==> config.mk <==
export PLATFORM = sky130hd
export DESIGN_NAME = game_timer_bcd
export DESIGN_NICKNAME = d
export VERILOG_FILES = /design/src/rtl/game_timer_bcd.sv
export SDC_FILE = /design/constraint.sdc
export NUM_CORES = 1
export LEC_CHECK = 0
export ABC_AREA = 1
export CAP_MARGIN = 20
export CORE_MARGIN = 10
export CORE_UTILIZATION = 30
export DETAILED_ROUTE_END_ITERATION = 10
export PLACE_DENSITY_LB_ADDON = 0.1
export RECOVER_POWER = 100
export SLEW_MARGIN = 20
export SYNTH_ARGS = -nofsm -noshare
export SYNTH_HDL_FRONTEND = slang
export SYNTH_SLANG_ARGS = --single-unit
==> constraint.sdc <==
create_clock -name clk -period 1.9 [get_ports clk]
set_input_delay 0.57 -clock clk [delete_from_list [all_inputs] [get_ports clk]]
set_output_delay 0.57 -clock clk [all_outputs]
set_load 0.02 [all_outputs]
==> src/rtl/game_timer_bcd.sv <==
// Elapsed play-time counter in BCD (HH:MM:SS) with a best-time record.
// It feeds the current-time row and the best-time row of the on-screen renderer.
module game_timer_bcd #(
  parameter int unsigned TICK_DIV = 100_000_000,
  parameter int unsigned CNT_W    = 27
) (
  input  logic       clk,
  input  logic       reset_n,
  input  logic       start,
  input  logic       finish,
  input  logic       clear,
  input  logic       PAUSE_sw,
  output logic       tick_1Hz,
  output logic [3:0] sec_1s,
  output logic [3:0] sec_10s,
  output logic [3:0] min_1s,
  output logic [3:0] min_10s,
  output logic [3:0] hr_1s,
  output logic [3:0] hr_10s,
  output logic [3:0] best_sec_1s,
  output logic [3:0] best_sec_10s,
  output logic [3:0] best_min_1s,
  output logic [3:0] best_min_10s,
  output logic [3:0] best_hr_1s,
  output logic [3:0] best_hr_10s,
  output logic       best_valid,
  output logic       running,
  output logic       overflow
);

  localparam logic [1:0] S_IDLE   = 2'd0;
  localparam logic [1:0] S_RUN    = 2'd1;
  localparam logic [1:0] S_PAUSED = 2'd2;
  localparam logic [1:0] S_DONE   = 2'd3;

  localparam logic [CNT_W-1:0] PRESC_MAX = CNT_W'(TICK_DIV - 1);
  localparam logic [23:0]      TIME_MAX  = 24'h99_5959;

  logic [1:0]       state, state_nx;
  logic [CNT_W-1:0] presc;
  logic             tick, at_max, best_upd;
  logic [23:0]      cur_word, best_word, inc_word;

  always_comb begin
    cur_word  = {hr_10s, hr_1s, min_10s, min_1s, sec_10s, sec_1s};
    best_word = {best_hr_10s, best_hr_1s, best_min_10s, best_min_1s,
                 best_sec_10s, best_sec_1s};
    at_max    = (cur_word == TIME_MAX);
    tick      = !clear && (state == S_RUN) && (presc == PRESC_MAX);
  end

  // Ripple-carry BCD increment; the hr_10s wrap is unreachable because
  // 99:59:59 saturates before this value is used.
  always_comb begin
    inc_word = cur_word;
    if (sec_1s != 4'd9) inc_word[3:0] = sec_1s + 4'd1;
    else begin
      inc_word[3:0] = '0;
      if (sec_10s != 4'd5) inc_word[7:4] = sec_10s + 4'd1;
      else begin
        inc_word[7:4] = '0;
        if (min_1s != 4'd9) inc_word[11:8] = min_1s + 4'd1;
        else begin
          inc_word[11:8] = '0;
          if (min_10s != 4'd5) inc_word[15:12] = min_10s + 4'd1;
          else begin
            inc_word[15:12] = '0;
            if (hr_1s != 4'd9) inc_word[19:16] = hr_1s + 4'd1;
            else begin
              inc_word[19:16] = '0;
              inc_word[23:20] = hr_10s + 4'd1;
            end
          end
        end
      end
    end
  end

  always_comb begin
    state_nx = state;
    best_upd = 1'b0;
    if (clear) state_nx = S_IDLE;
    else begin
      case (state)
        S_IDLE:   if (start) state_nx = PAUSE_sw ? S_PAUSED : S_RUN;
        S_RUN:    if (finish) state_nx = S_DONE;
                  else if (PAUSE_sw) state_nx = S_PAUSED;
        S_PAUSED: if (finish) state_nx = S_DONE;
                  else if (!PAUSE_sw) state_nx = S_RUN;
        default:  state_nx = state;
      endcase
      best_upd = finish && (state == S_RUN || state == S_PAUSED) && !overflow &&
                 (!best_valid || cur_word < best_word);
    end
  end

  always_ff @(posedge clk) begin
    if (!reset_n) begin
      state      <= S_IDLE;
      presc      <= '0;
      {hr_10s, hr_1s, min_10s, min_1s, sec_10s, sec_1s} <= '0;
      {best_hr_10s, best_hr_1s, best_min_10s, best_min_1s,
       best_sec_10s, best_sec_1s} <= TIME_MAX;
      best_valid <= 1'b0;
      overflow   <= 1'b0;
      tick_1Hz   <= 1'b0;
      running    <= 1'b0;
    end else begin
      state    <= state_nx;
      running  <= (state_nx == S_RUN);
      tick_1Hz <= tick;
      if (clear) begin
        presc    <= '0;
        {hr_10s, hr_1s, min_10s, min_1s, sec_10s, sec_1s} <= '0;
        overflow <= 1'b0;
      end else begin
        if (state == S_IDLE && start) presc <= '0;
        else if (state == S_RUN) presc <= tick ? '0 : presc + 1'b1;
        // A finish on the tick edge freezes the pre-tick value.
        if (tick && !finish) begin
          if (at_max) overflow <= 1'b1;
          else {hr_10s, hr_1s, min_10s, min_1s, sec_10s, sec_1s} <= inc_word;
        end
        if (best_upd) begin
          {best_hr_10s, best_hr_1s, best_min_10s, best_min_1s,
           best_sec_10s, best_sec_1s} <= cur_word;
          best_valid <= 1'b1;
        end
      end
    end
  end

endmodule

* Word-level counts from Yosys, hierarchy flattened
Index checks and enable logic that the tools add are counted.
** Cells by class
- $lt $le $gt $ge :: 1
- Add/sub/neg operators :: 7
- Mux-type cells :: 15
- Div/mod/pow operators :: 0
- Equal/unequal tests :: 10
- Bitwise operators :: 8
- Reductions and logical operators :: 24
- Shift-type cells :: 0
- Multipliers :: 0
** Operators with widths (number)
- adder 27 x 1 -> 27 bit (second input constant) :: 1
- == test 27 bit (second input constant) :: 1
- 2-to-1 mux 27 bit :: 1
- adder 4 x 1 -> 4 bit (second input constant) :: 6
- == test 24 bit (second input constant) :: 1
- less-than comparator 24 bit :: 1
- 2-to-1 mux 4 bit :: 5
- 2-to-1 mux 2 bit :: 7
- inequality test 4 bit (second input constant) :: 3
- inequality test 4 x 3 -> 1 bit (second input constant) :: 2
- NOT 1 bit :: 8
- logical AND 1 bit :: 7
- AND reduction 7 bit :: 1
- case mux 2 bit (3 select lines) :: 1
- AND reduction 2 bit :: 3
- AND reduction 6 bit :: 1
- AND reduction 5 bit :: 1
- == test 2 x 1 -> 1 bit (second input constant) :: 2
- logical NOT 1 bit :: 4
- AND reduction 4 bit :: 1
- AND reduction 3 bit :: 1
- OR reduction 3 bit :: 1
- == test 2 bit (second input constant) :: 1
- logical NOT 2 bit :: 1
- other kinds (3) :: 4
** Word-level totals
- Input bits :: 6
- Memories kept :: 0
- Memory bits (writable) :: 0
- Latch bits :: 0
- Register bits :: 81
- Bits in read-only memories :: 0
- Output and inout bits :: 52
- Word-level logic and storage cells :: 83

* Logic depth before layout (Yosys ltp)
Gate-level depths: netlist of the first run.
- Word-level depth :: 7
- Gate-level depth with buffers :: 15
- Mapped depth without buffers :: 14

* Worst setup path before layout of the first run
OpenSTA, ideal clock, no wires.
- Path kind :: flip-flop to flip-flop
- From :: reg hr_1s[1]
- To :: reg best_sec_1s[0]
- Setup slack :: 0.015 ns
- Library setup time :: 0.134 ns
- Cell stages (with the launch flop) :: 15
- Path buffers :: 1
- Arrival time :: 1.751 ns
- Required time :: 1.766 ns
- Period minus slack after synthesis :: 1.885 ns
- Path through :: dfxtp_1 ha_1 nand2_1 nor2_1 nand2_1 inv_1 nand2_1 nand3_1 nor2_1 nand2_1 nand2_2 nand2_1 buf_2 nand2_1 nand3_1
** Between the ends
- Word-level cells in the longest chain between the ends :: 5
** Ends and longest elaborated chain
- from (decl) :: RTL line 18 : output logic [3:0] hr_1s,
- from (signal assigned) :: RTL line 122 : else {hr_10s, hr_1s, min_10s, min_1s, sec_10s, sec_1s} <= inc_word;
- less-than comparator 24 bit :: RTL line 93 : (!best_valid || cur_word < best_word);
- logical OR 1 bit :: RTL line 93
- logical AND 1 bit :: RTL line 92 : best_upd = finish && (state == S_RUN || state == S_PAUSED) && !overflow &&
- 2-to-1 mux 1 bit :: RTL line 82 : if (clear) state_nx = S_IDLE;
- AND reduction 2 bit (no source line)
- to (signal assigned) :: RTL line 126 : best_sec_10s, best_sec_1s} <= cur_word;
- to (decl) :: RTL line 20 : output logic [3:0] best_sec_1s,
No other way between the ends.
A chain may end at the register's enable or synchronous reset.

* Final worst setup path of the first run
- From :: reg best_hr_10s[0]
- To :: reg best_min_10s[2]
** Between the ends
- Word-level cells in the longest chain between the ends :: 5
** Ends and longest elaborated chain
- from (decl) :: RTL line 25 : output logic [3:0] best_hr_10s,
- less-than comparator 24 bit :: RTL line 93
- logical OR 1 bit :: RTL line 93
- logical AND 1 bit :: RTL line 92
- 2-to-1 mux 1 bit :: RTL line 82
- AND reduction 2 bit (no source line)
- to (decl) :: RTL line 23 : output logic [3:0] best_min_10s,
No other way between the ends.

==> results.cfg, run 1 <==
[status]
status = completed

[die]
fp-row-count = 46
dieArea_mm2 = 0.0215
core_mm2 = 0.0158
die_w_um = 147
ios = 58
die_h_um = 147
initial_core_util = 0.305

[setup_path]
cp-start-kind = register
crit_required_ns = 2.12
arrival_ns = 2.11
worst-path-max-fanout = 8
path_class = reg -> reg
end_kind = register

[synth]
ys_types = 39
ys_ff_latch = 81
synth_flop_cell = dfxtp_1
synth_enable_flop_cells = 0
synth_area_per_cell_um2 = 6.82
synthesis.area_mm2 = 0.00482
netlist_instances = 707
yosys_warnings = 0
synth.net_count = 743
synth.yosys.seq_area_share = 0.336
postSynth.asyncResetShare = 0

[clock_network]
cts_sinks = 81
numCtsBuffers = 9
clk_path_buf_depth = 2
clk_pin_slew_ns = 0.06
htreeDepth = 3
cts_tree = built
clk_latency_ns = 0.35
cts_root_buf = clkbuf_16
hold_buffers = 0

[flow_run]
timing.max_cap.violations = 0

[power_and_ir_drop]
power_density_mw_per_mm2 = 565
power_leakage_uw = 0.00322
vdd_ir_drop_max_mv = 0.398

[grt]
antenna_found_initial = 0
use_met1 = 0.171
grt_max_degree = 27
grt_pass1_vias = 5029
grt_pass1_wl_um = 24900
busiest_layer = met2
grt_overflow = 0
grtUsageTotal = 0.139
globalRouteMet2Util = 0.229
use_met3 = 0.0289

[hold_path]
min_path_type = reg -> reg

[route]
dr_total_vias = 5206
drtIter0Drc = 482
drc_errors = 0
drtAntennaViolNets = 0
vias_per_cell = 4.76
dr.pass1.iters = 5
wl_um = 15800
wl_per_cell_um = 14.5

[sta]
fmax_mhz = 527
finalSetupViolCount = 0
fin_crit_ns = 1.90
rsz0062_at_grt = yes
worst_pin_slew_ns = 0.404
hold_viol = 0
relSlewSlack = 0.728
slew_violations = 0
setup_tns_ns = 0
holdWs_ns = 0.443
finClkSkew_ns = 0.00806
fin_crit_sh = 0.999

[final_layout]
multiInputGateArea_mm2 = 0.00311
drive_gt1_frac = 0.275
seq_area_mm2 = 0.00163
area_growth_pct = 50.5
nNetsFinal = 909
antennaDiodeCount = 0
fill_cells = 1580

[placed_design]
hpwl_um = 11300
portBuffers = 57
finalWeightedCongestion = 0.891
Yosys cell counts (all sizes together), types with 2 or more instances:
master | number | area share
o211ai | 5 | 0.0078
nand3b | 2 | 0.0031
o22ai | 2 | 0.0026
clkbuf | 6 | 0.0049
inv | 109 | 0.085
or2 | 2 | 0.0026
nor3 | 23 | 0.028
o21ai | 16 | 0.017
nor4 | 4 | 0.0052
nor3b | 2 | 0.0031
nand3 | 76 | 0.086
buf | 12 | 0.016
nand4 | 26 | 0.034
nor2 | 83 | 0.077
xor2 | 13 | 0.024
ha | 30 | 0.078
dfxtp | 81 | 0.34
nand2 | 150 | 0.12
a21oi | 60 | 0.062
worst max-delay path, stage by stage, from the launching register on:
cell	delay [ns]
dfxtp_1	0.34
inv_1	0.05
ha_1	0.28
nand2_2	0.08
nor2_4	0.04
nand2_4	0.07
inv_1	0.04
nand2_1	0.06
nand3_2	0.07
nor2_2	0.15
nand2_4	0.11
nand2_8	0.14
nand2_4	0.06
buf_6	0.14
nand2_1	0.05
nand3_1	0.06
sequential cells by signal, summed over array words and instances, names as in the netlist:
| signal | count |
|---|---|
| min_1s | 4 |
| best_sec_1s | 4 |
| best_min_1s | 4 |
| overflow | 1 |
| best_sec_10s | 4 |
| best_valid | 1 |
| best_hr_1s | 4 |
| state | 2 |
| sec_10s | 4 |
| best_min_10s | 4 |
| running | 1 |
| hr_1s | 4 |
| presc | 27 |
| min_10s | 4 |
| best_hr_10s | 4 |
| hr_10s | 4 |
| sec_1s | 4 |
| tick_1Hz | 1 |
through the flow:
| stage | utilization | cell area (um^2) | worst slack [ns] | std cells | power (uW) |
|---|---|---|---|---|---|
| floorplan | - | 4820 | 0.0153 | 707 | 1950 |
| global placement | 0.404 | 6390 | -0.297 | 1065 | 2130 |
| detailed placement | 0.404 | 6390 | -0.342 | 1065 | 2130 |
| CTS | 0.423 | 6690 | -0.0167 | 1080 | 4130 |
| global route | 0.458 | 7250 | -0.138 | 1093 | 4270 |
| finish | 0.458 | 7250 | 0.00173 | 1093 | 4100 |
cell usage in the layout, fill, tap and decap left out, drive strengths merged, types with 16 or more instances in the layout:
master | synthesis | final
a21oi | 60 | 60
nand2 | 150 | 151
nor3 | 23 | 23
clkbuf | 6 | 21
nand3 | 76 | 76
nor2 | 83 | 84
o21ai | 16 | 16
inv | 109 | 109
dlygate4sd2 | 0 | 49
nand4 | 26 | 26
ha | 30 | 30
buf | 12 | 106
dfxtp | 81 | 81
final timing paths:
check	start	end	slack, ns	depth (start not counted)
setup reg to reg	best_hr_10s[0]$_SDFFE_PN1P_	best_min_10s[2]$_SDFFE_PN1P_	0.002	15
hold reg to reg	presc[23]$_SDFFE_PP0P_	presc[23]$_SDFFE_PP0P_	0.44	2
hold / removal	presc[23]$_SDFFE_PP0P_	presc[23]$_SDFFE_PP0P_	0.44	2
setup / recovery	best_hr_10s[0]$_SDFFE_PN1P_	best_min_10s[2]$_SDFFE_PN1P_	0.002	15
cells by family (layout without fill, tap and decap cells):
family	after synthesis	in the layout	synth area share
AND/OR/NAND/NOR	368	370	0.359
buffers and inverters	127	295	0.105
AO/OA/AOI/OAI	87	87	0.0955
flip-flops	81	81	0.336
adder cells (fa/ha/maj)	30	30	0.0779
XOR/XNOR	14	14	0.0254
what timing repair did:
item / 4_1_cts / 5_1_grt
endpoints found under the setup margin: 77 / 62
setup buffers: 0 / 5
resized for setup: 60 / 90
cloned: 0 / 8
pin swaps: 4 / 24
where the power goes:
group	internal, uW	leakage, uW	switching [uW]	total (uW)
clock network	1250	0.000162	734	1990
logic	159	0.00240	206	364
registers	1730	0.000656	19.0	1750
total	3140	0.00322	959	4100
layer usage:
metal,vias up,part of all wire,wire [um]
li1,2642,-,-
met3,33,0.042,659
met4,0,0.030,478
met2,124,0.46,7250
met1,2407,0.47,7440
met5,-,0,0
final cells by class:
cell class / count / area share
multi-input combinational: 501 / 0.429
sequential: 81 / 0.225
timing repair buffer: 171 / 0.207
inverter: 109 / 0.0564
clock buffer: 13 / 0.0373
tap: 216 / 0.0373
clock inverter: 2 / 0.00828
No activity file was read; power rests on OpenSTA's default activity.
==> run 2: changes to the inputs <==
--- a/config.mk
+++ b/config.mk
@@ -10,6 +10,7 @@
 export CORE_MARGIN = 10
 export CORE_UTILIZATION = 30
 export DETAILED_ROUTE_END_ITERATION = 10
+export MAX_ROUTING_LAYER = met4
 export PLACE_DENSITY_LB_ADDON = 0.1
 export RECOVER_POWER = 100
 export SLEW_MARGIN = 20
==> run 2 against run 1 <==
Compared with the run above: combinational power about the same; register-to-register slack about the same; critical endpoint unchanged; via count up 0.48%; global-route usage up 0.39 points; critical path type unchanged; sequential power about the same; sequential share of layout area about the same; clock-buffer cell count unchanged; critical path depth unchanged; clock skew down 0.00059 ns.
==> results.cfg, run 2 (same netlist as run 1, synthesis figures left out) <==
[route]
drc_errors = 0
drtIter0Drc = 472
dr.pass1.iters = 7
wl_per_cell_um = 14.5
dr_total_vias = 5231
drtAntennaViolNets = 0
wl_um = 15900
vias_per_cell = 4.79

[power_and_ir_drop]
vdd_ir_drop_max_mv = 0.400
fin_total_pwr_uw = 4100
power_leakage_uw = 0.00322
power_density_mw_per_mm2 = 565

[final_layout]
regMostFlops = presc
post-route-util = 0.458
final_cell_mix = 132 x nand2_1, 97 x buf_4, 96 x inv_1
antennaDiodeCount = 0
area_growth_pct = 50.5
final_common_cell = nand2_1
largest_reg_flops = 27
drive_gt1_frac = 0.276
nNetsFinal = 909

[grt]
grt_pass1_vias = 5021
grt_pass1_wl_um = 25000
antenna_found_initial = 0
grtUsageTotal = 0.143
grt_max_degree = 27
grt_overflow = 0

[setup_path]
arrival_ns = 2.12
crit_required_ns = 2.12
end_kind = register
path_class = reg -> reg
cp-start-kind = register
worst-path-max-fanout = 8

[placed_design]
hpwl_um = 11300
portBuffers = 57
dp_slack_ns = -0.342
finalWeightedCongestion = 0.906

[clock_network]
cts_tree = built
clk_pin_slew_ns = 0.06
htreeDepth = 3
clk_latency_ns = 0.35
numCtsBuffers = 9
cts_sinks = 81
clk_path_buf_depth = 2
cts_root_buf = clkbuf_16

[die]
initial_core_util = 0.305
dieArea_mm2 = 0.0215
ios = 58
core_mm2 = 0.0158
die_w_um = 147
die_h_um = 147
fp-row-count = 46

[sta]
fin_crit_ns = 1.90
finClkSkew_ns = 0.00747
worst_pin_slew_ns = 0.404
hold_viol = 0
finalSetupViolCount = 0
rsz0062_at_grt = yes
relSlewSlack = 0.728
fin_ws_ns = 0.00351
fin_crit_sh = 0.998
fmax_mhz = 527
slew_violations = 0

[flow_run]
timing.max_cap.violations = 0

[hold_path]
min_path_type = reg -> reg

[status]
status = completed
run 2: cell types whose count changed in the layout (fill, tap and decap cells not counted):
cell	change
dfxtp_2	+1
dfxtp_1	-1
run 2: what timing repair did:
action / in CTS / in global routing
pin swaps: 4 / 24
hold buffers: 0 / 0
setup buffers: 0 / 5
setup endpoints to repair: 77 / 62
resized for setup: 60 / 91
gates cloned: 0 / 8
run 2: worst max-delay path, stage by stage, from the launching register on:
cell and delay [ns]:
dfxtp_1 0.34, inv_1 0.05, ha_1 0.28, nand2_2 0.08
nor2_4 0.04, nand2_4 0.07, inv_1 0.04, nand2_1 0.06
nand3_2 0.07, nor2_2 0.15, nand2_4 0.11, nand2_8 0.14
nand2_4 0.06, buf_6 0.14, nand2_1 0.06, nand3_1 0.06
run 2: routing by layer:
metal,routed length [um],part of all wire,vias to the layer above,global-route usage
li1,-,-,2648,-
met1,7490,0.47,2431,0.171
met2,7270,0.46,123,0.229
met3,632,0.040,29,0.0276
met4,469,0.030,0,0.0641
met5,0,0,-,-
run 2: final cells by class:
cell class | count | area (um^2)
fillers | 1581 | 8570
multi-input cells | 501 | 3110
flip-flops and latches | 81 | 1640
repair buffers | 171 | 1500
inverters | 109 | 409
clock buffers | 13 | 270
well taps | 216 | 270
clock inverters | 2 | 60.1
run 2: report_power, final:
part | switching [uW] | total (uW) | internal (uW)
registers | 19.0 | 1750 | 1730
logic | 206 | 364 | 159
clock network | 734 | 1990 | 1250
run 2: final timing paths:
path                                                  start  slack [ns]                            to  cells past startpoint
worst min register to register       presc[23]$_SDFFE_PP0P_        0.44        presc[23]$_SDFFE_PP0P_                      2
worst min-delay path                 presc[23]$_SDFFE_PP0P_        0.44        presc[23]$_SDFFE_PP0P_                      2
worst max register to register  best_hr_10s[0]$_SDFFE_PN1P_       0.004  best_min_10s[2]$_SDFFE_PN1P_                     15
worst max-delay path            best_hr_10s[0]$_SDFFE_PN1P_       0.004  best_min_10s[2]$_SDFFE_PN1P_                     15
run 2: through the flow:
| step | instances | hold slack [ns] | TNS, ns | area [um^2] |
|---|---|---|---|---|
| 2_1_floorplan | 707 | 0.423 | 0 | 4820 |
| 3_3_place_gp | 1065 | 0.438 | -14.40 | 6390 |
| 3_5_place_dp | 1065 | 0.439 | -16.17 | 6390 |
| 4_1_cts | 1080 | 0.448 | -0.0233 | 6690 |
| 5_1_grt | 1093 | 0.459 | -3.26 | 7260 |
| 6_report | 1093 | 0.443 | 0 | 7260 |
==> run 3: changes to the inputs <==
--- a/config.mk
+++ b/config.mk
@@ -9,6 +9,7 @@
 export CAP_MARGIN = 20
 export CORE_MARGIN = 10
 export CORE_UTILIZATION = 30
+export CTS_BUF_LIST = sky130_fd_sc_hd__clkbuf_8
 export DETAILED_ROUTE_END_ITERATION = 10
 export MAX_ROUTING_LAYER = met4
 export PLACE_DENSITY_LB_ADDON = 0.1
==> run 3 against run 2 <==
Compared with the run above: the run now ends with setup timing left; clock-buffer cell count is 1 lower; die area stayed put; non-clock buffer count is 4 higher; core utilization is 0.21 points lower; cell count is 0.46% higher; worst setup slack worse by 0.019 ns; routed wire length is 0.15% lower; power is 11% lower; sequential power hardly changed; clock power is 23% lower; critical path type unchanged; critical endpoint is now best_sec_10s[1]$_SDFFE_PN0P_; largest cell class unchanged; largest power group is now registers; highest routed layer unchanged.
==> results.cfg, run 3 (same netlist as run 1, synthesis figures left out) <==
[route]
vias_per_cell = 4.78
wl_per_cell_um = 14.4
wl_um = 15800
drtIter0Drc = 455
drc_errors = 0
dr.pass1.iters = 5
drtAntennaViolNets = 0
dr_total_vias = 5253

[grt]
grt_max_degree = 27
grt_pass1_wl_um = 25000
grt_overflow = 0
antenna_found_initial = 0
grtUsageTotal = 0.143
grt_pass1_vias = 5006

[die]
initial_core_util = 0.305
dieArea_mm2 = 0.0215
fp-row-count = 46
ios = 58
die_w_um = 147
die_h_um = 147
core_mm2 = 0.0158

[final_layout]
nNetsFinal = 914
area_growth_pct = 49.8
final_common_cell = nand2_1
regMostFlops = presc
final_cell_mix = 132 x nand2_1, 104 x buf_4, 93 x inv_1
drive_gt1_frac = 0.298
largest_reg_flops = 27
post-route-util = 0.456
antennaDiodeCount = 0

[status]
status = complete, but fails checks
violations = setup timing

[setup_path]
path_class = reg -> reg
end_kind = register
max_stage_delay_ns = 0.34
worst-path-max-fanout = 5
crit_required_ns = 2.17
slowest_stage = dfxtp_2
crit_chain = inv_2 > ha_4 > nand2_4 > nor2_4 > nand2_4 > nor2_2 > nand2_1 > nand2_2 > nor2_4 > nand2_4 > nand2_8 > clkbuf_16 > a21oi_2 > nor2_1
arrival_ns = 2.19
crit_top_cell = nand2_4
cp-start-kind = register

[sta]
worst_pin_slew_ns = 0.405
slew_violations = 0
hold_viol = 0
fmax_mhz = 522
finalSetupViolCount = 4
relSlewSlack = 0.727
rsz0062_at_grt = yes
finClkSkew_ns = 0.0131
fin_crit_sh = 1.01
fin_ws_ns = -0.0157
fin_crit_ns = 1.92

[power_and_ir_drop]
power_density_mw_per_mm2 = 505
vdd_ir_drop_max_mv = 0.272
fin_total_pwr_uw = 3650
power_leakage_uw = 0.00321

[clock_network]
clk_latency_ns = 0.39
numCtsBuffers = 9
clk_path_buf_depth = 2
cts_root_buf = clkbuf_8
cts_sinks = 81
cts_tree = built
clk_pin_slew_ns = 0.09
htreeDepth = 3
hold_buffers = 0

[placed_design]
hpwl_um = 11300
portBuffers = 57
finalWeightedCongestion = 0.906

[hold_path]
min_path_type = reg -> reg

[flow_run]
timing.max_cap.violations = 0
[run 3: repair_timing]
| item | CTS | global route |
|---|---|---|
| setup endpoints to repair | 79 | 64 |
| pin swaps | 3 | 31 |
| cloned | 0 | 9 |
| gates resized for setup | 66 | 102 |
| setup buffers | 0 | 9 |
[run 3: metal layers]
| layer | global-route usage | vias to the layer above | share of wire |
|---|---|---|---|
| met5 | - | - | 0 |
| met4 | 0.0591 | 0 | 0.024 |
| met3 | 0.0267 | 30 | 0.048 |
| met2 | 0.229 | 130 | 0.46 |
| met1 | 0.173 | 2441 | 0.47 |
| li1 | - | 2652 | - |
[run 3: through the flow]
| step | setup TNS [ns] | hold slack [ns] | setup slack [ns] | instances | cell area (um^2) |
|---|---|---|---|---|---|
| after global placement | -14.40 | 0.438 | -0.297 | 1065 | 6390 |
| after detailed placement | -16.17 | 0.439 | -0.342 | 1065 | 6390 |
| after global routing | -2.67 | 0.463 | -0.136 | 1098 | 7220 |
| final | -0.0332 | 0.447 | -0.0157 | 1098 | 7220 |
| after floorplan | 0 | 0.423 | 0.0153 | 707 | 4820 |
| after CTS | -0.0308 | 0.452 | -0.0174 | 1080 | 6600 |
[run 3: final cells by class]
class,instances,area (um^2)
sequential,81,1640
timing repair buffer,175,1540
clock inverter,3,63.8
multi-input combinational,502,3130
inverter,109,409
tap,216,270
fill,1595,8610
clock buffer,12,165
[run 3: path summary, 6_finish.rpt]
| check | start | to | slack (ns) | cells after the start |
|---|---|---|---|---|
| min reg2reg | presc[23]$_SDFFE_PP0P_ | presc[23]$_SDFFE_PP0P_ | 0.45 | 2 |
| min | presc[23]$_SDFFE_PP0P_ | presc[23]$_SDFFE_PP0P_ | 0.45 | 2 |
| max | best_hr_1s[2]$_SDFFE_PN0P_ | best_sec_10s[1]$_SDFFE_PN0P_ | -0.02 | 14 |
| max reg2reg | best_hr_1s[2]$_SDFFE_PN0P_ | best_sec_10s[1]$_SDFFE_PN0P_ | -0.02 | 14 |
[run 3: power by group]
part           internal [uW]  total, uW  switching (uW)
clock network            838       1530             691
logic                    164        372             209
registers               1730       1740            19.2
total                   2730       3650             919
[run 3: worst max-delay path: cells and delay by family, from the launching register on]
| family | cells | cell delay (ns) |
|---|---|---|
| fa+ha+maj | 1 | 0.26 |
| buf+inv | 2 | 0.23 |
| flops | 1 | 0.34 |
| compound gates | 1 | 0.11 |
| simple gates | 10 | 0.85 |
